[src/rtl/gpu_cmd_pkg.sv]
// gpu_cmd_pkg: shared types and field layout for the GPU command queue.
//   - opcode_e : opcode field of a non-sprite instruction word
//   - cmd_op_e : encoding driven on cmd_op toward the rasterizer
//   - cmd_t    : registered command payload presented to the rasterizer
//   - entry_t  : one FIFO entry, {sprite flag, instruction word}
//   - state_e  : issue FSM states
// No ports (package).
package gpu_cmd_pkg;

    localparam int WORD_W  = 32;
    localparam int ENTRY_W = WORD_W + 1;

    // Opcode word layout (sprite = 0)
    localparam int OPC_MSB   = 31;
    localparam int OPC_LSB   = 28;
    localparam int COLOR_MSB = 7;
    localparam int COLOR_LSB = 0;

    // Sprite word layout (sprite = 1)
    localparam int SPR_ID_MSB = 31;
    localparam int SPR_ID_LSB = 24;
    localparam int SPR_X_MSB  = 23;
    localparam int SPR_X_LSB  = 14;
    localparam int SPR_Y_MSB  = 13;
    localparam int SPR_Y_LSB  = 5;
    localparam int SPR_F_MSB  = 4;
    localparam int SPR_F_LSB  = 0;

    typedef enum logic [3:0] {
        OPC_NOP   = 4'd0,
        OPC_CLEAR = 4'd1,
        OPC_SWAP  = 4'd2
    } opcode_e;

    typedef enum logic [1:0] {
        CMD_SPRITE = 2'd0,
        CMD_CLEAR  = 2'd1
    } cmd_op_e;

    typedef struct packed {
        logic [1:0] op;
        logic [7:0] sprite_id;
        logic [9:0] x;
        logic [8:0] y;
        logic [4:0] flags;
        logic [7:0] color;
    } cmd_t;

    typedef struct packed {
        logic              sprite;
        logic [WORD_W-1:0] word;
    } entry_t;

    typedef enum logic [1:0] {
        S_IDLE,
        S_ISSUE,
        S_WAIT_VS
    } state_e;

endpackage

[src/rtl/gpu_cmd_queue_if.sv]
// gpu_cmd_queue_if: valid/ready command bus from the queue to the rasterizer.
//   cmd_valid     queue -> rasterizer  command valid
//   cmd_ready     rasterizer -> queue  command accepted
//   cmd_op        2   0 SPRITE, 1 CLEAR
//   cmd_sprite_id 8   sprite index
//   cmd_x         10  x position
//   cmd_y         9   y position
//   cmd_flags     5   sprite flags
//   cmd_color     8   clear colour
// Modports: master (queue side), slave (rasterizer side).
interface gpu_cmd_queue_if;

    logic       cmd_valid;
    logic       cmd_ready;
    logic [1:0] cmd_op;
    logic [7:0] cmd_sprite_id;
    logic [9:0] cmd_x;
    logic [8:0] cmd_y;
    logic [4:0] cmd_flags;
    logic [7:0] cmd_color;

    modport master (
        output cmd_valid, cmd_op, cmd_sprite_id, cmd_x, cmd_y, cmd_flags, cmd_color,
        input  cmd_ready
    );

    modport slave (
        input  cmd_valid, cmd_op, cmd_sprite_id, cmd_x, cmd_y, cmd_flags, cmd_color,
        output cmd_ready
    );

endinterface

[src/rtl/gpu_cmd_fifo.sv]
// gpu_cmd_fifo: synchronous FIFO, DEPTH x WIDTH, with a registered head output.
//   clk, rst  clock, synchronous active-high reset
//   push, din write request / data; dropped when full unless a pop happens too
//   pop       read request; ignored when empty
//   dout      registered head entry (valid whenever !empty)
//   empty     no entries stored
//   accept    this cycle's push is being written
//   count     current occupancy, 0..DEPTH
module gpu_cmd_fifo #(
    parameter int DEPTH = 16,
    parameter int WIDTH = 33
) (
    input  logic                   clk,
    input  logic                   rst,
    input  logic                   push,
    input  logic [WIDTH-1:0]       din,
    input  logic                   pop,
    output logic [WIDTH-1:0]       dout,
    output logic                   empty,
    output logic                   accept,
    output logic [$clog2(DEPTH):0] count
);

    localparam int AW = $clog2(DEPTH);
    localparam int CW = AW + 1;
    localparam logic [CW-1:0] DEPTH_C = CW'(DEPTH);

    logic [WIDTH-1:0] mem [DEPTH];
    logic [AW-1:0]    wr_ptr;
    logic [AW-1:0]    rd_ptr;
    logic [AW-1:0]    rd_ptr_n;
    logic             pop_ok;
    logic             head_from_din;

    assign empty    = (count == '0);
    assign pop_ok   = pop & ~empty;
    // A full FIFO still takes a push when the head leaves in the same cycle.
    assign accept   = push & ((count != DEPTH_C) | pop_ok);
    assign rd_ptr_n = rd_ptr + AW'(pop_ok);
    // The incoming word becomes the head when nothing older survives this edge.
    assign head_from_din = accept & (count == CW'(pop_ok));

    always_ff @(posedge clk) begin
        if (accept) mem[wr_ptr] <= din;
    end

    always_ff @(posedge clk) begin
        if (rst) begin
            wr_ptr <= '0;
            rd_ptr <= '0;
            count  <= '0;
            dout   <= '0;
        end else begin
            if (accept) wr_ptr <= wr_ptr + AW'(1);
            rd_ptr <= rd_ptr_n;
            count  <= count + CW'(accept) - CW'(pop_ok);
            if (head_from_din)
                dout <= din;
            else if (pop_ok)
                dout <= mem[rd_ptr_n];
        end
    end

endmodule

[src/rtl/gpu_cmd_queue.sv]
// gpu_cmd_queue: captures PIO instruction words into a FIFO, decodes them and
// issues sprite/clear commands to the rasterizer; SWAP waits for the next
// vsync frame-start edge and then pulses frame_swap.
//   clk_clk, reset_reset  clock, synchronous active-high reset
//   gpu_instruction[31:0] instruction word
//   gpu_run               each 0->1 transition pushes one entry
//   gpu_sprite            1: sprite draw word, 0: opcode word
//   gpu_ready             registered, 1 = next push will be accepted
//   vga_vsync             vsync, polarity set by VSYNC_ACT_LOW
//   cmd                   command bus (gpu_cmd_queue_if.master)
//   frame_swap            one-cycle framebuffer swap pulse
//   fifo_count            FIFO occupancy
// Optional macro GPU_CMD_STATS_EN adds stat_cmds, stat_frames, stat_overflow.
module gpu_cmd_queue
    import gpu_cmd_pkg::*;
#(
    parameter int DEPTH         = 16,
    parameter bit VSYNC_ACT_LOW = 1'b1
) (
    input  logic                   clk_clk,
    input  logic                   reset_reset,
    input  logic [WORD_W-1:0]      gpu_instruction,
    input  logic                   gpu_run,
    input  logic                   gpu_sprite,
    output logic                   gpu_ready,
    input  logic                   vga_vsync,
    gpu_cmd_queue_if.master        cmd,
    output logic                   frame_swap,
`ifdef GPU_CMD_STATS_EN
    output logic [15:0]            stat_cmds,
    output logic [15:0]            stat_frames,
    output logic                   stat_overflow,
`endif
    output logic [$clog2(DEPTH):0] fifo_count
);

    localparam int CW = $clog2(DEPTH) + 1;
    localparam logic [CW-1:0] DEPTH_C = CW'(DEPTH);

    logic               run_q;
    logic               run_edge;
    logic               vs_q;
    logic               vs_edge;
    logic [ENTRY_W-1:0] fifo_dout;
    logic               fifo_empty;
    logic               fifo_accept;
    logic               pop;
    logic [CW-1:0]      count_nxt;
    entry_t             head;

    state_e             state, state_n;
    cmd_t               out_q, out_n;
    logic               valid_q, valid_n;
    logic               swap_n;

    assign run_edge = gpu_run & ~run_q;
    assign vs_edge  = VSYNC_ACT_LOW ? (vs_q & ~vga_vsync) : (~vs_q & vga_vsync);

    gpu_cmd_fifo #(
        .DEPTH (DEPTH),
        .WIDTH (ENTRY_W)
    ) u_fifo (
        .clk    (clk_clk),
        .rst    (reset_reset),
        .push   (run_edge),
        .din    ({gpu_sprite, gpu_instruction}),
        .pop    (pop),
        .dout   (fifo_dout),
        .empty  (fifo_empty),
        .accept (fifo_accept),
        .count  (fifo_count)
    );

    assign head      = entry_t'(fifo_dout);
    // pop is only raised on a non-empty FIFO, so it always takes effect.
    assign count_nxt = fifo_count + CW'(fifo_accept) - CW'(pop);

    always_comb begin
        state_n = state;
        out_n   = out_q;
        valid_n = valid_q;
        swap_n  = 1'b0;
        pop     = 1'b0;
        case (state)
            S_IDLE: begin
                if (!fifo_empty) begin
                    pop = 1'b1;
                    if (head.sprite) begin
                        out_n.op        = CMD_SPRITE;
                        out_n.sprite_id = head.word[SPR_ID_MSB:SPR_ID_LSB];
                        out_n.x         = head.word[SPR_X_MSB:SPR_X_LSB];
                        out_n.y         = head.word[SPR_Y_MSB:SPR_Y_LSB];
                        out_n.flags     = head.word[SPR_F_MSB:SPR_F_LSB];
                        valid_n         = 1'b1;
                        state_n         = S_ISSUE;
                    end else begin
                        case (head.word[OPC_MSB:OPC_LSB])
                            OPC_CLEAR: begin
                                out_n.op    = CMD_CLEAR;
                                out_n.color = head.word[COLOR_MSB:COLOR_LSB];
                                valid_n     = 1'b1;
                                state_n     = S_ISSUE;
                            end
                            OPC_SWAP: state_n = S_WAIT_VS;
                            default:  ; // NOP and unassigned opcodes are consumed silently
                        endcase
                    end
                end
            end
            S_ISSUE: begin
                if (cmd.cmd_ready) begin
                    valid_n = 1'b0;
                    state_n = S_IDLE;
                end
            end
            S_WAIT_VS: begin
                // vs_edge was already visible while in IDLE during the pop
                // cycle, so an edge there never reaches this branch.
                if (vs_edge) begin
                    swap_n  = 1'b1;
                    state_n = S_IDLE;
                end
            end
            default: state_n = S_IDLE;
        endcase
    end

    always_ff @(posedge clk_clk) begin
        if (reset_reset) begin
            state      <= S_IDLE;
            out_q      <= '0;
            valid_q    <= 1'b0;
            frame_swap <= 1'b0;
            run_q      <= 1'b0;
            vs_q       <= VSYNC_ACT_LOW;
            gpu_ready  <= 1'b0;
        end else begin
            state      <= state_n;
            out_q      <= out_n;
            valid_q    <= valid_n;
            frame_swap <= swap_n;
            run_q      <= gpu_run;
            vs_q       <= vga_vsync;
            gpu_ready  <= (count_nxt < DEPTH_C);
        end
    end

    assign cmd.cmd_valid     = valid_q;
    assign cmd.cmd_op        = out_q.op;
    assign cmd.cmd_sprite_id = out_q.sprite_id;
    assign cmd.cmd_x         = out_q.x;
    assign cmd.cmd_y         = out_q.y;
    assign cmd.cmd_flags     = out_q.flags;
    assign cmd.cmd_color     = out_q.color;

`ifdef GPU_CMD_STATS_EN
    always_ff @(posedge clk_clk) begin
        if (reset_reset) begin
            stat_cmds     <= '0;
            stat_frames   <= '0;
            stat_overflow <= 1'b0;
        end else begin
            if (valid_q && cmd.cmd_ready) stat_cmds <= stat_cmds + 16'd1;
            if (swap_n)                   stat_frames <= stat_frames + 16'd1;
            if (run_edge && !fifo_accept) stat_overflow <= 1'b1;
        end
    end
`endif

endmodule

[src/flat_wrapper.sv]
// flat-port wrapper written by rule: the top's interface ports become plain ports
module gpu_cmd_queue_flat import gpu_cmd_pkg::*;
#(
    parameter int DEPTH         = 16,
    parameter bit VSYNC_ACT_LOW = 1'b1
)
  (clk_clk, reset_reset, gpu_instruction, gpu_run, gpu_sprite, gpu_ready, vga_vsync, frame_swap, fifo_count, cmd_cmd_valid, cmd_cmd_op, cmd_cmd_sprite_id, cmd_cmd_x, cmd_cmd_y, cmd_cmd_flags, cmd_cmd_color, cmd_cmd_ready);
  gpu_cmd_queue_if cmd_i ();
  input  logic clk_clk;
  input  logic reset_reset;
  input  logic [WORD_W-1:0] gpu_instruction;
  input  logic gpu_run;
  input  logic gpu_sprite;
  output logic gpu_ready;
  input  logic vga_vsync;
  output logic frame_swap;
  output logic [$clog2(DEPTH):0] fifo_count;
  output wire logic [$bits(cmd_i.cmd_valid)-1:0] cmd_cmd_valid;
  output wire logic [$bits(cmd_i.cmd_op)-1:0] cmd_cmd_op;
  output wire logic [$bits(cmd_i.cmd_sprite_id)-1:0] cmd_cmd_sprite_id;
  output wire logic [$bits(cmd_i.cmd_x)-1:0] cmd_cmd_x;
  output wire logic [$bits(cmd_i.cmd_y)-1:0] cmd_cmd_y;
  output wire logic [$bits(cmd_i.cmd_flags)-1:0] cmd_cmd_flags;
  output wire logic [$bits(cmd_i.cmd_color)-1:0] cmd_cmd_color;
  input wire logic [$bits(cmd_i.cmd_ready)-1:0] cmd_cmd_ready;
  assign cmd_cmd_valid = cmd_i.cmd_valid;
  assign cmd_cmd_op = cmd_i.cmd_op;
  assign cmd_cmd_sprite_id = cmd_i.cmd_sprite_id;
  assign cmd_cmd_x = cmd_i.cmd_x;
  assign cmd_cmd_y = cmd_i.cmd_y;
  assign cmd_cmd_flags = cmd_i.cmd_flags;
  assign cmd_cmd_color = cmd_i.cmd_color;
  assign cmd_i.cmd_ready = cmd_cmd_ready;
  gpu_cmd_queue #(.DEPTH(DEPTH), .VSYNC_ACT_LOW(VSYNC_ACT_LOW)) u_core (.clk_clk(clk_clk), .reset_reset(reset_reset), .gpu_instruction(gpu_instruction), .gpu_run(gpu_run), .gpu_sprite(gpu_sprite), .gpu_ready(gpu_ready), .vga_vsync(vga_vsync), .cmd(cmd_i), .frame_swap(frame_swap), .fifo_count(fifo_count));
endmodule
[config.mk]
export PLATFORM = sky130hd
export DESIGN_NAME = gpu_cmd_queue_flat
export DESIGN_NICKNAME = d
export VERILOG_FILES = /design/src/rtl/gpu_cmd_pkg.sv /design/src/rtl/gpu_cmd_queue_if.sv /design/src/rtl/gpu_cmd_fifo.sv /design/src/rtl/gpu_cmd_queue.sv /design/src/flat_wrapper.sv
export SDC_FILE = /design/constraint.sdc
export NUM_CORES = 1
export LEC_CHECK = 0
export CORE_MARGIN = 8
export CORE_UTILIZATION = 50
export DETAILED_ROUTE_END_ITERATION = 10
export PLACE_DENSITY = 0.71
export SYNTH_ARGS = -nofsm -noshare
export SYNTH_HDL_FRONTEND = slang
export SYNTH_HIERARCHICAL = 1
export SYNTH_SLANG_ARGS = --single-unit
export TNS_END_PERCENT = 30
[constraint.sdc]
create_clock -name clk_clk -period 11 [get_ports clk_clk]
set_input_delay 1.65 -clock clk_clk [delete_from_list [all_inputs] [get_ports clk_clk]]
set_output_delay 1.65 -clock clk_clk [all_outputs]
set_load 0.05 [all_outputs]
# After elaboration in Yosys (flattened, before gate mapping)
# Memory sizes are Yosys's and may differ from the RTL's.
# Cells that the tools add are included.
[totals]
regBits = 95
latch_bits = 0
mem_bits_rw = 528
rom_bits = 0
output_inout_bits = 50
word_cells = 76
memories = 1
[memory_table]
columns = ["memory", "words", "width", "rd", "rd_clocked_by_memory_dff", "wr", "line_no", "source"]
rows = [
  ["u_core.u_fifo.mem", 16, 33, 1, 0, 1, "gpu_cmd_fifo.sv:28", "logic [WIDTH-1:0] mem [DEPTH];"],
]
[op_classes]
addsub = 5
n_mul = 0
div = 0
magnitude_cmp = 1
n_eq_ne = 11
n_shift = 0
mux = 20
bitwise = 11
reduce_logical = 11
[op_table]
columns = ["op", "count"]
rows = [
  ["$mux W33", 2],
  ["$mux W2", 6],
  ["$reduce_and A4 Y1", 3],
  ["$sub A5 B1 Y5", 2],
  ["$mux W1", 9],
  ["$pmux W2 S3", 1],
  ["$reduce_and A3 Y1", 2],
  ["$reduce_bool A2 Y1", 3],
  ["$add A5 B1 Y5", 1],
  ["$and A1 B1 Y1", 5],
  ["$eq A5 B1 Y1", 1],
  ["$logic_not A5 Y1", 1],
  ["$lt A5 B5 Y1 const B", 1],
  ["$ne A5 B5 Y1 const B", 1],
  ["$not A1 Y1", 5],
  ["$add A4 B1 Y4", 1],
  ["$add A4 B1 Y4 const B", 1],
  ["$eq A4 B1 Y1 const B", 1],
  ["$eq A4 B2 Y1 const B", 1],
  ["$ne A2 B2 Y1 const B", 2],
  ["$ne A4 B4 Y1 const B", 1],
  ["$pmux W2 S2", 1],
  ["$ne A3 B3 Y1 const B", 1],
  ["$eq A2 B1 Y1 const B", 1],
  ["other kinds (6)", 6],
]

# Depth between registers and ports, before layout
# Gate-level depths: netlist of run 1.
[logic_depth]
depth_word = 9
depth_mapped = 15

# Modules after synthesis
# Netlist of run 1, hierarchy kept.
[by_module_without_submodules]
columns = ["module", "instances", "cells_per_inst", "area_per_inst_um2"]
rows = [
  ["gpu_cmd_fifo", 1, 1142, 22729.3],
  ["gpu_cmd_queue", 1, 229, 1998.2],
]

# Worst setup path before layout of run 1
# No wires, ideal clock.
[synth_timing]
kind = "flip-flop to flip-flop"
from = "register u_core.u_fifo.count[3]"
to = "memory u_core.u_fifo.mem[0][0], enable pin"
setup_time_ps = 464
arrival_ps = 4831
setup_slack_ps = 5705
path_stages_with_launch = 11
cell_sequence = "dfxtp_1 > inv_1 > ha_1 > or4b_4 > inv_1 > nor3_1 > nand2b_1 > o21a_1 > clkbuf_1 > nand2_1 > nor3_1"
[synth_between]
elab_chain_cells = 8
[synth_lines]
columns = ["item", "line_no", "source"]
rows = [
  ["from (decl)", "gpu_cmd_fifo.sv:21", "output logic [$clog2(DEPTH):0] count"],
  ["from (signal assigned)", "gpu_cmd_fifo.sv:56", "count <= count + CW'(accept) - CW'(pop_ok);"],
  ["$logic_not A5 Y1", "gpu_cmd_fifo.sv:35", "assign empty = (count == '0);"],
  ["via u_core.fifo_empty", "gpu_cmd_queue.sv:45", "logic fifo_empty;"],
  ["$mux W1", "gpu_cmd_queue.sv:86", "if (!fifo_empty) begin"],
  ["$mux W1", "gpu_cmd_queue.sv:84", "case (state)"],
  ["via u_core.pop", "gpu_cmd_queue.sv:47", "logic pop;"],
  ["$and A1 B1 Y1", "gpu_cmd_fifo.sv:36", "assign pop_ok = pop & ~empty;"],
  ["$or A1 B1 Y1", "gpu_cmd_fifo.sv:38", "assign accept = push & ((count != DEPTH_C) | pop_ok);"],
  ["$and A1 B1 Y1", "gpu_cmd_fifo.sv:38", ""],
  ["via u_core.fifo_accept", "gpu_cmd_queue.sv:46", "logic fifo_accept;"],
  ["$mux W1", "gpu_cmd_fifo.sv:44", "if (accept) mem[wr_ptr] <= din;"],
  ["$mux W1 (not written as such)", "gpu_cmd_fifo.sv:44", ""],
  ["to (decl)", "gpu_cmd_fifo.sv:28", ""],
]
# The timed path passes the listed nets, and every way through them passes these cells.

# Worst setup path after layout of run 1
[layout_timing]
from = "register u_core.u_fifo.count[3]"
to = "register u_core.u_fifo.dout[30]"
[layout_between]
elab_chain_cells = 8
[layout_lines]
columns = ["item", "line_no", "source"]
rows = [
  ["$logic_not A5 Y1", "gpu_cmd_fifo.sv:35", ""],
  ["via u_core.fifo_empty", "gpu_cmd_queue.sv:45", ""],
  ["$mux W1", "gpu_cmd_queue.sv:86", ""],
  ["$mux W1", "gpu_cmd_queue.sv:84", ""],
  ["via u_core.pop", "gpu_cmd_queue.sv:47", ""],
  ["$and A1 B1 Y1", "gpu_cmd_fifo.sv:36", ""],
  ["$add A4 B1 Y4", "gpu_cmd_fifo.sv:39", "assign rd_ptr_n = rd_ptr + AW'(pop_ok);"],
  ["via u_core.u_fifo.rd_ptr_n[0]", "gpu_cmd_fifo.sv:31", "logic [AW-1:0] rd_ptr_n;"],
  ["$mem_v2 Z16 W33", "--", ""],
  ["$mux W33", "gpu_cmd_fifo.sv:59", "else if (pop_ok)"],
  ["$mux W33", "gpu_cmd_fifo.sv:57", "if (head_from_din)"],
  ["to (signal assigned)", "gpu_cmd_fifo.sv:58", "dout <= din;"],
  ["to (signal assigned)", "gpu_cmd_fifo.sv:60", "dout <= mem[rd_ptr_n];"],
  ["to (decl)", "gpu_cmd_fifo.sv:18", "output logic [WIDTH-1:0] dout,"],
]
# The timed path passes the listed nets, and every way through them passes these cells. The select of a mux whose other input is x is not followed.
# A chain may end at the register's enable or synchronous reset.

==> metrics.cfg, run 1 <==
[run_status]
status = complete, no violations

[clock_tree]
cts.path.max_buffers = 3
htree_levels = 2
post-cts-setup-buffer-count = 0
worstSkewPairLatency_ns = 0.62
cts_hold_buf = 0
cts.sinks = 622
clkTransAtPathRegs_ns = 0.06
clockRootBuffer = clkbuf_16
cts_tree = built
ctsResizeCount = 0
cts_buffers = 60

[cells_and_area]
area_growth_pct = 14.42
post-route-util_pct = 57.92
stdcell_area_um2 = 28290
final_cells = 2170
layout-drive-gt1-share_pct = 21.86
layout.nets = 1510
fillers = 3599

[sta]
rsz0062_at_grt = no
drv_slew = 0
skew_ns = 0.02413
maxSlewHeadroom_pct = 26.86
period_share_pct = 43.44
timing.final.ws_setup_ns = 6.222
hold_viol = 0
setup_tns_ns = 0
finalSetupViolCount = 0
max_freq_mhz = 209.3
hold_ws_ns = 0.4523
min_period_ns = 4.778
worst_pin_slew_ns = 1.095

[synthesis]
avgSynthCellArea_um2 = 18.04
synthAdderAreaFrac_pct = 0.8906
synth_top_area_share_pct = 64.12
synth-seq-cells = 622
async_reset_ff_share_pct = 0
yosysSeqAreaShare_pct = 71.73
syn_inst = 1371
synth_top_family_by_area = multiplexers
synth-compound-area-share_pct = 5.485
yosysTopAreaCell = edfxtp_1
synth_edf_count = 528
syn-cell-area_um2 = 24730
synth-simple-area-share_pct = 5.298
muxShareOfSynthArea_pct = 13.94
synth_warnings = 6
synthXorXnorAreaFrac_pct = 0.3188
synth_cell_types = 49
ys.flop_type = edfxtp_1
ys_top_cells_by_area = edfxtp_1 (64%), mux4_2 (12%), dfxtp_1 (7.6%)
syn_nets = 1426

[power_and_ir_drop]
p_sw_mw = 2.579
power_mw = 8.010
p_sw_share_pct = 32.20
p_int_mw = 5.430
seq_power_share_pct = 34.2
peakVddDrop_uv = 254.2
leakage_nw = 8.871
pwr-share-clk_pct = 25.1
p_per_area_nw_per_um2 = 283.1
p_comb_share_pct = 40.7

[grt]
antenna_found_initial = 2
grt_overflow = 0
grt.total_usage_pct = 20.91
grt_pass1_vias = 13460
grt_max_degree = 70
grt_pass1_wl_mm = 87.88

[drt]
wl_per_cell_um = 27.51
first_pass_iters = 7
vias_per_cell = 6.232
route.met2.wl_mm = 28.60
wl_met1_mm = 23.37
drt-initial-drc-count = 1533
met3WireLength_mm = 5.597
via_count = 13520
maxUsedRoutingLayer = met5
antenna_left = 0
drc = 0
routed_wl_mm = 59.69

[die]
initial_utilization_pct = 50.62
die_y_um = 238.4
dieArea_um2 = 56830
dieWidth_um = 238.4
core-area_um2 = 48850
num_rows = 81
ios = 88

[worst_setup_path]
start_kind = register
path_max_fanout = 48
arrival_ns = 5.24
crit_path_end_kind = register
required_ns = 11.46
critical_path_class = reg -> reg

[placement]
pre_cts_slack_ns = 6.147
dp.cells = 2057
io_buffers = 86
dpl_cell_area_um2 = 26360
routabilityCongestion = 0.7337
post-dp-hpwl_mm = 30.18

[flow_run]
cap_viol_max_count = 0

[min_path]
hp-class = reg -> reg

-- layer usage --
| layer | vias to the layer above | global-route usage (%) |
|---|---|---|
| li1 | 5685 | - |
| met1 | 7006 | 28.26 |
| met2 | 680 | 33.66 |
| met3 | 151 | 3.911 |
| met4 | 2 | 8.039 |
| met5 | - | 0 |
-- synth_stat cells (28+ instances only) --
master / instances
buf_2: 28
and3_1: 34
dfxtp_1: 94
a211oi_1: 33
a21oi_1: 37
o211ai_1: 35
clkbuf_1: 52
o221ai_1: 34
mux2_2: 34
edfxtp_1: 528
nor2b_1: 42
mux4_2: 132
nand2_1: 91
o2111ai_1: 33
-- critical path: stages (launching register included) --
cell and delay [ns]:
dfxtp_1 0.36, inv_1 0.09, ha_1 0.21, or4b_4 0.52
inv_1 0.17, nor3_1 0.08, and2_1 0.20, ha_4 0.91
buf_4 0.87, mux4_2 0.60, mux2_2 0.28, o2111ai_1 0.11
o211ai_1 0.15
-- cell usage in the layout (no fill, tap or decap), types with 5 or more instances in the layout --
cell type,n
a211oi_1,33
and3_1,34
nor2b_1,42
mux2i_1,9
edfxtp_1,528
a21oi_1,37
nand2b_1,21
nand2_1,91
mux2_2,34
inv_1,19
ha_1,14
clkinv_2,12
clkbuf_16,60
o211ai_1,35
clkbuf_1,11
clkinv_1,13
o221ai_1,34
o2111ai_1,33
mux4_2,132
buf_4,33
bufinv_16,5
nor2_1,9
clkdlybuf4s50_1,85
dfxtp_1,94
nand2_2,10
nor2_4,13
-- registers in the layout (all words and copies together), names as in the netlist, 5 cells and up --
signal / flops
u_core/cmd.cmd_color: 8
u_core/cmd.cmd_flags: 5
u_core/cmd.cmd_sprite_id: 8
u_core/cmd.cmd_x: 10
u_core/cmd.cmd_y: 9
u_core/u_fifo/count: 5
u_core/u_fifo/dout: 33
u_core/u_fifo/mem: 528
-- area by class of cell --
cell class,count,area [um2],area share (%)
Sequential cell,622,17740,62.69
Multi-Input combinational cell,631,6614,23.38
Clock inverter,37,327.8,1.159
Tap cell,664,830.8,2.936
Timing Repair Buffer,119,1104,3.901
Clock buffer,75,1598,5.647
Antenna cell,1,2.502,0.008845
Inverter,21,78.83,0.2786
-- path summary, 6_finish.rpt --
path	depth (start not counted)	start	to	slack, ns
worst max-delay path	12	u_core/u_fifo/count[3]	u_core/u_fifo/dout[30]	6.22
worst min-delay path	2	u_core/cmd.cmd_x[6]	u_core/cmd.cmd_x[6]	0.45
worst max register to register	12	u_core/u_fifo/count[3]	u_core/u_fifo/dout[30]	6.22
worst min register to register	2	u_core/cmd.cmd_x[6]	u_core/cmd.cmd_x[6]	0.45
-- power by group through the flow --
stage | combinational [mW] | sequential [mW] | clock (mW)
after global placement | 3.23 | 2.79 | 0
after global routing | 3.51 | 2.75 | 2.13
after detailed placement | 3.28 | 2.79 | 0
final | 3.26 | 2.74 | 2.01
after floorplan | 2.58 | 2.84 | 0
after CTS | 3.28 | 2.74 | 2.04
-- cells by family after synthesis --
family / after synthesis
AO/OA/AOI/OAI: 181
buffers and inverters: 118
flip-flops: 622
XOR/XNOR: 9
AND/OR/NAND/NOR: 248
other: 1
adder cells (fa/ha/maj): 17
multiplexers: 175
Power figures use the tool's default switching activity.
==> run 2, diff against run 1 <==
Settings changed: PLACE_DENSITY 0.71 to 0.74.
Clock period 11 ns to 4 ns, I/O delays scaled along.
==> run 2 against run 1 <==
Net effect: setup slack worse by 6.0 ns; clock power rose to 2.8 times the previous value; total power rose to 2.8 times the previous value; die area unchanged; via count up 0.89%; critical endpoint is now u_core/u_fifo/dout[7]; largest power group unchanged; highest routed layer unchanged.
==> metrics.cfg, run 2 (synthesis gave the netlist of run 1 again) <==
[drt]
drt-initial-drc-count = 1314  ; -14%
drc = 0  ; unchanged
via_count = 13650  ; +0.89%
antenna_left = 0  ; unchanged
routed_wl_mm = 59.00  ; -1.2%
vias_per_cell = 6.222  ; -0.16%
wl_per_cell_um = 26.90  ; -2.2%
first_pass_iters = 5  ; -2

[sta]
period_share_pct = 93.44  ; +50 points
drv_slew = 0  ; unchanged
min_period_ns = 3.737  ; -1.041 ns
hold_viol = 0  ; unchanged
finalSetupViolCount = 0  ; unchanged
max_freq_mhz = 267.6  ; +28%
worst_pin_slew_ns = 0.7499  ; -0.3456 ns
maxSlewHeadroom_pct = 50.01  ; +23 points
skew_ns = 0.01146  ; -0.01267 ns
rsz0062_at_grt = no

[cells_and_area]
post-route-util_pct = 58.98  ; +1.1 points
final_common_cell = edfxtp_1
layout-drive-gt1-share_pct = 22.87  ; +1.0 points
largest_reg_flops = 528  ; unchanged
stdcell_area_um2 = 28810  ; +1.8%
final_cell_mix = edfxtp_1 (528), mux4_2 (132), dfxtp_1 (94)
layout.nets = 1529  ; +1.3%
top_register = u_core/u_fifo/mem
area_growth_pct = 16.52

[run_status]
status = complete, no violations

[worst_setup_path]
crit_family = simple AND/OR/NAND/NOR gates
critical_path_class = reg -> reg
cpMaxStageDelayCell = or4b_4
crit_path_max_incr_delay_ns = 0.54  ; -0.37 ns
crit_buf_inv = 3  ; unchanged
crit_path_end_kind = register
start_kind = register
required_ns = 4.48  ; -6.98 ns
path_max_fanout = 35  ; -27%
arrival_ns = 4.22  ; -1.02 ns
crit_path_cell_trace = inv_1, ha_1, or4b_4, inv_1, nor3_1, and2_1, ha_4, ha_4, buf_12, mux4_2, nor2b_1, a211oi_1, o211ai_1

[grt]
grt_max_degree = 78  ; +11%
grt.total_usage_pct = 20.76  ; -0.15 points
grt_pass1_wl_mm = 88.35  ; +0.53%
antenna_found_initial = 5  ; +3
grt_pass1_vias = 13850  ; +2.9%
grt_overflow = 0  ; unchanged

[power_and_ir_drop]
p_per_area_nw_per_um2 = 786.1  ; +180%
leakage_nw = 9.060  ; +2.1%
peakVddDrop_uv = 872.1  ; +240%

[flow_run]
cap_viol_max_count = 0  ; unchanged

[clock_tree]
worstSkewPairLatency_ns = 0.62  ; about the same
clkTransAtPathRegs_ns = 0.07  ; about the same
cts_hold_buf = 0  ; unchanged
ctsResizeCount = 0  ; unchanged
cts.sinks = 622  ; unchanged
htree_levels = 2  ; unchanged
cts.path.max_buffers = 3  ; unchanged
cts_buffers = 60  ; unchanged
cts_tree = built
clockRootBuffer = clkbuf_16
post-cts-setup-buffer-count = 0  ; unchanged

[die]
ios = 88  ; unchanged
die_y_um = 238.4  ; unchanged
dieArea_um2 = 56830  ; unchanged
num_rows = 81  ; unchanged
initial_utilization_pct = 50.62  ; unchanged
dieWidth_um = 238.4  ; unchanged
core-area_um2 = 48850  ; unchanged

[placement]
dpl_cell_area_um2 = 26830  ; +1.8%
routabilityCongestion = 0.7585  ; +3.4%
io_buffers = 86  ; unchanged
post-dp-hpwl_mm = 31.09  ; +3.0%

[min_path]
hp-class = in -> reg

[run 2: cell count changes in the layout (fill, tap and decap cells not counted), moves of 2 or more]
cell       delta
clkinv_1      -6
nor3_2        -4
buf_12       +24
diode_2       +2
buf_4         -5
nor3_4        +4
clkbuf_16     +2
clkbuf_1      +7
[run 2: area by class of cell]
class	count	area, um2
Tap cell	664	830.8
Fill cell	3519	20040
Clock buffer	85	1688
Inverter	21	78.83
Clock inverter	29	285.3
Antenna cell	3	7.507
Timing Repair Buffer	138	1546
Multi-Input combinational cell	631	6639
Sequential cell	622	17740
[run 2: worst paths after layout]
path | startpoint | end | slack (ns) | cells past startpoint
min | reset_reset | u_core/u_fifo/count[1] | 0.43 | 2
min reg2reg | u_core/cmd.cmd_x[6] | u_core/cmd.cmd_x[6] | 0.45 | 2
max | u_core/u_fifo/count[3] | u_core/u_fifo/dout[7] | 0.26 | 13
max reg2reg | u_core/u_fifo/count[3] | u_core/u_fifo/dout[7] | 0.26 | 13
[run 2: worst reg2reg max path, stage by stage (launching register included)]
cell	delay (ns)
dfxtp_1	0.35
inv_1	0.10
ha_1	0.24
or4b_4	0.54
inv_1	0.18
nor3_1	0.09
and2_1	0.20
ha_4	0.18
ha_4	0.50
buf_12	0.28
mux4_2	0.36
nor2b_1	0.15
a211oi_1	0.28
o211ai_1	0.15
[run 2: per-stage QoR]
| stage | std cells | power (mW) | hold slack (ns) | setup TNS (ns) | setup WS, ns |
|---|---|---|---|---|---|
| floorplan | 1371 | 14.90 | 0.4321 | -159.55 | -0.4132 |
| global placement | 2076 | 16.97 | 0.4420 | 0 | 0.4661 |
| detailed placement | 2076 | 17.12 | 0.4464 | 0 | 0.3190 |
| CTS | 2190 | 22.81 | 0.3930 | 0 | 0.2797 |
| global route | 2193 | 23.71 | 0.4213 | 0 | 0.1268 |
| finish | 2193 | 22.65 | 0.4278 | 0 | 0.2625 |
[run 2: routing by layer]
layer / wire length (um) / track usage, % / vias to the layer above / part of all wire [%]
met5: 22 / 0 / - / 0.037
met4: 1889 / 7.648 / 4 / 3.2
met3: 5769 / 4.926 / 132 / 9.8
met2: 28240 / 33.13 / 737 / 48
met1: 23080 / 27.75 / 7040 / 39
li1: - / - / 5732 / -
[run 2: where the power goes]
part,switching [mW],internal (mW)
logic,4.60,4.87
clock network,2.40,3.26
registers,0.201,7.33
==> run 3, diff against run 2 <==
Settings changed: CELL_PAD_IN_SITES_DETAIL_PLACEMENT set to 1, CELL_PAD_IN_SITES_GLOBAL_PLACEMENT set to 1, CORE_UTILIZATION 50 to 48, GPL_TIMING_DRIVEN set to 0, PLACE_DENSITY 0.74 to 0.8, TNS_END_PERCENT 30 to unset.
==> run 3 against run 2 <==
Net effect: hold slack improved by 0.028 ns; clock power grew 4%; sequential share of layout area shrank 1.2 points; cell count increased by 3.6%; combinational power grew 16%; critical endpoint is now u_core/u_fifo/dout[16].
==> metrics.cfg, run 3 (synthesis gave the netlist of run 1 again) <==
[run_status]
status = complete, no violations

[drt]
drc = 0  ; unchanged
routed_wl_mm = 70.44  ; +19%
via_count = 14520  ; +6.4%
antenna_left = 0  ; unchanged
first_pass_iters = 5  ; unchanged
drt-initial-drc-count = 1526  ; +16%
wl_per_cell_um = 31.00  ; +15%
vias_per_cell = 6.393  ; +2.7%

[die]
dieArea_um2 = 59030  ; +3.9%
core-area_um2 = 51090  ; +4.6%
dieWidth_um = 243.0  ; +1.9%
die_y_um = 243.0  ; +1.9%
initial_utilization_pct = 48.40  ; -2.2 points
ios = 88  ; unchanged
num_rows = 83  ; +2.5%

[placement]
routabilityCongestion = 0.8116  ; +7.0%
dp.cells = 2157  ; +3.9%
io_buffers = 86  ; unchanged
post-dp-hpwl_mm = 45.48  ; +46%

[power_and_ir_drop]
p_int_mw = 15.91  ; +2.9%
seq_power_share_pct = 31.1  ; -2.1 points
leakage_nw = 9.341  ; +3.1%
pwr-share-clk_pct = 24.0  ; -1.0 points
p_sw_share_pct = 34.89  ; +3.1 points
peakVddDrop_uv = 594.0  ; -32%
p_per_area_nw_per_um2 = 832.3  ; +5.9%
p_comb_share_pct = 44.9  ; +3.1 points
p_sw_mw = 8.527  ; +19%

[cells_and_area]
layout-drive-gt1-share_pct = 24.37  ; +1.5 points
fillers = 4550  ; +29%
final_cell_mix = edfxtp_1 (528), mux4_2 (132), dfxtp_1 (94)
area_growth_pct = 18.74
largest_reg_flops = 528  ; unchanged
n_antenna_cell = 0  ; -3
final_common_cell = edfxtp_1
regArea_um2 = 17740  ; unchanged
top_register = u_core/u_fifo/mem
final_cells = 2272  ; +3.6%
layout.nets = 1598  ; +4.5%
multi_input_area_um2 = 6634  ; about the same

[worst_setup_path]
path_max_fanout = 10  ; -71%
r2r_slack_ns = 0.06  ; -0.21 ns
crit_path_end_kind = register
required_ns = 4.49  ; about the same
arrival_ns = 4.44  ; +0.22 ns
critical_path_class = reg -> reg
start_kind = register

[grt]
grt_max_degree = 20  ; -74%
grt_overflow = 0  ; unchanged
grt_pass1_vias = 15470  ; +12%
grt_pass1_wl_mm = 103.7  ; +17%
grt.total_usage_pct = 23.46  ; +2.7 points
antenna_found_initial = 3  ; -2

[clock_tree]
cts_tree = built
htree_levels = 2  ; unchanged
clkTransAtPathRegs_ns = 0.06  ; about the same
cts.path.max_buffers = 3  ; unchanged
cts.sinks = 622  ; unchanged
worstSkewPairLatency_ns = 0.63  ; about the same
cts_buffers = 59  ; -1.7%
clockRootBuffer = clkbuf_16
cts_hold_buf = 0  ; unchanged

[sta]
rsz0062_at_grt = yes
max_freq_mhz = 253.5  ; -5.3%
hold_ws_ns = 0.4556  ; +0.02774 ns
drv_slew = 0  ; unchanged
worst_pin_slew_ns = 1.119  ; +0.3687 ns
period_share_pct = 98.62  ; +5.2 points
skew_ns = 0.02343  ; +0.01197 ns
hold_viol = 0  ; unchanged
finalSetupViolCount = 0  ; unchanged
maxSlewHeadroom_pct = 25.10  ; -25 points
setup_tns_ns = 0  ; unchanged
min_period_ns = 3.945  ; +0.2073 ns

[flow_run]
cap_viol_max_count = 0  ; unchanged

[min_path]
hp-class = reg -> reg

## run 3: changes by cell type in the layout (fill, tap and decap cells not counted), moves of 5 or more
cell       before  now
clkbuf_4        0    5
clkbuf_1       18   44
buf_6           0   13
buf_4          28   17
bufinv_16       5   10
buf_12         24   14
buf_16          0    9
a211oi_1       33   28
clkbuf_2        0   14
buf_2           1   12
buf_8           0    6
a211oi_2        0    5
## run 3: layout make-up
type	count	area share [%]
plain buffers	96	2.195
clock buffers	74	5.288
clock inverters	36	1.581
inverters	21	0.2812
multi-input cells	631	22.59
flip-flops and latches	622	60.41
well taps	680	2.898
repair buffers	112	4.756
## run 3: critical path, cell delays in order (launching register included)
cell and delay, ns:
dfxtp_1 0.36, inv_1 0.11, ha_2 0.23, or4b_4 0.54, clkinvlp_4 0.16, nor3_4 0.07
and2_1 0.20, ha_1 0.23, ha_1 0.29, buf_4 0.19, buf_8 0.20, buf_4 0.25
mux4_2 0.33, a211oi_1 0.45, o211ai_1 0.17
## run 3: final timing paths
kind                                                  start  cells after the start                     endpoint
worst max-delay path                 u_core/u_fifo/count[2]                     14       u_core/u_fifo/dout[16]
worst min-delay path            u_core/cmd.cmd_sprite_id[4]                      2  u_core/cmd.cmd_sprite_id[4]
worst max register to register       u_core/u_fifo/count[2]                     14       u_core/u_fifo/dout[16]
worst min register to register  u_core/cmd.cmd_sprite_id[4]                      2  u_core/cmd.cmd_sprite_id[4]
## run 3: layer usage
metal / up-vias / global-route usage, % / part of all wire, %
met5: - / 0 / 0.038
met4: 4 / 10.44 / 4.1
met3: 210 / 4.459 / 9.0
met2: 894 / 38.94 / 49
met1: 7544 / 29.93 / 38
li1: 5872 / - / -
## run 3: timing repair
action	in CTS	in global routing
buffers inserted	2	4
endpoints found under the setup margin	486	152
pin swaps	1	4
endpoints found under the hold margin	0	0
cloned	0	0
resized for setup	50	34
## run 3: power by group through the flow
| stage | clock network [mW] | logic (mW) | registers [mW] |
|---|---|---|---|
| after floorplan | 0 | 7.08 | 7.81 |
| after global placement | 0 | 9.77 | 7.70 |
| after detailed placement | 0 | 10.2 | 7.72 |
| after CTS | 5.94 | 10.7 | 7.59 |
| after global routing | 6.14 | 11.5 | 7.62 |
| final | 5.86 | 11.0 | 7.60 |
## run 3: through the flow
stage	power [mW]	instance area [um2]	util [%]	setup WS (ns)
2_1_floorplan	14.90	24750	-	-0.4132
5_1_grt	25.27	29360	57.47	-0.05025
4_1_cts	24.23	29210	57.16	0.02800
3_3_place_gp	17.47	26460	51.79	-2.238
6_report	24.44	29360	57.47	0.05518
3_5_place_dp	17.93	27030	52.90	-1.153
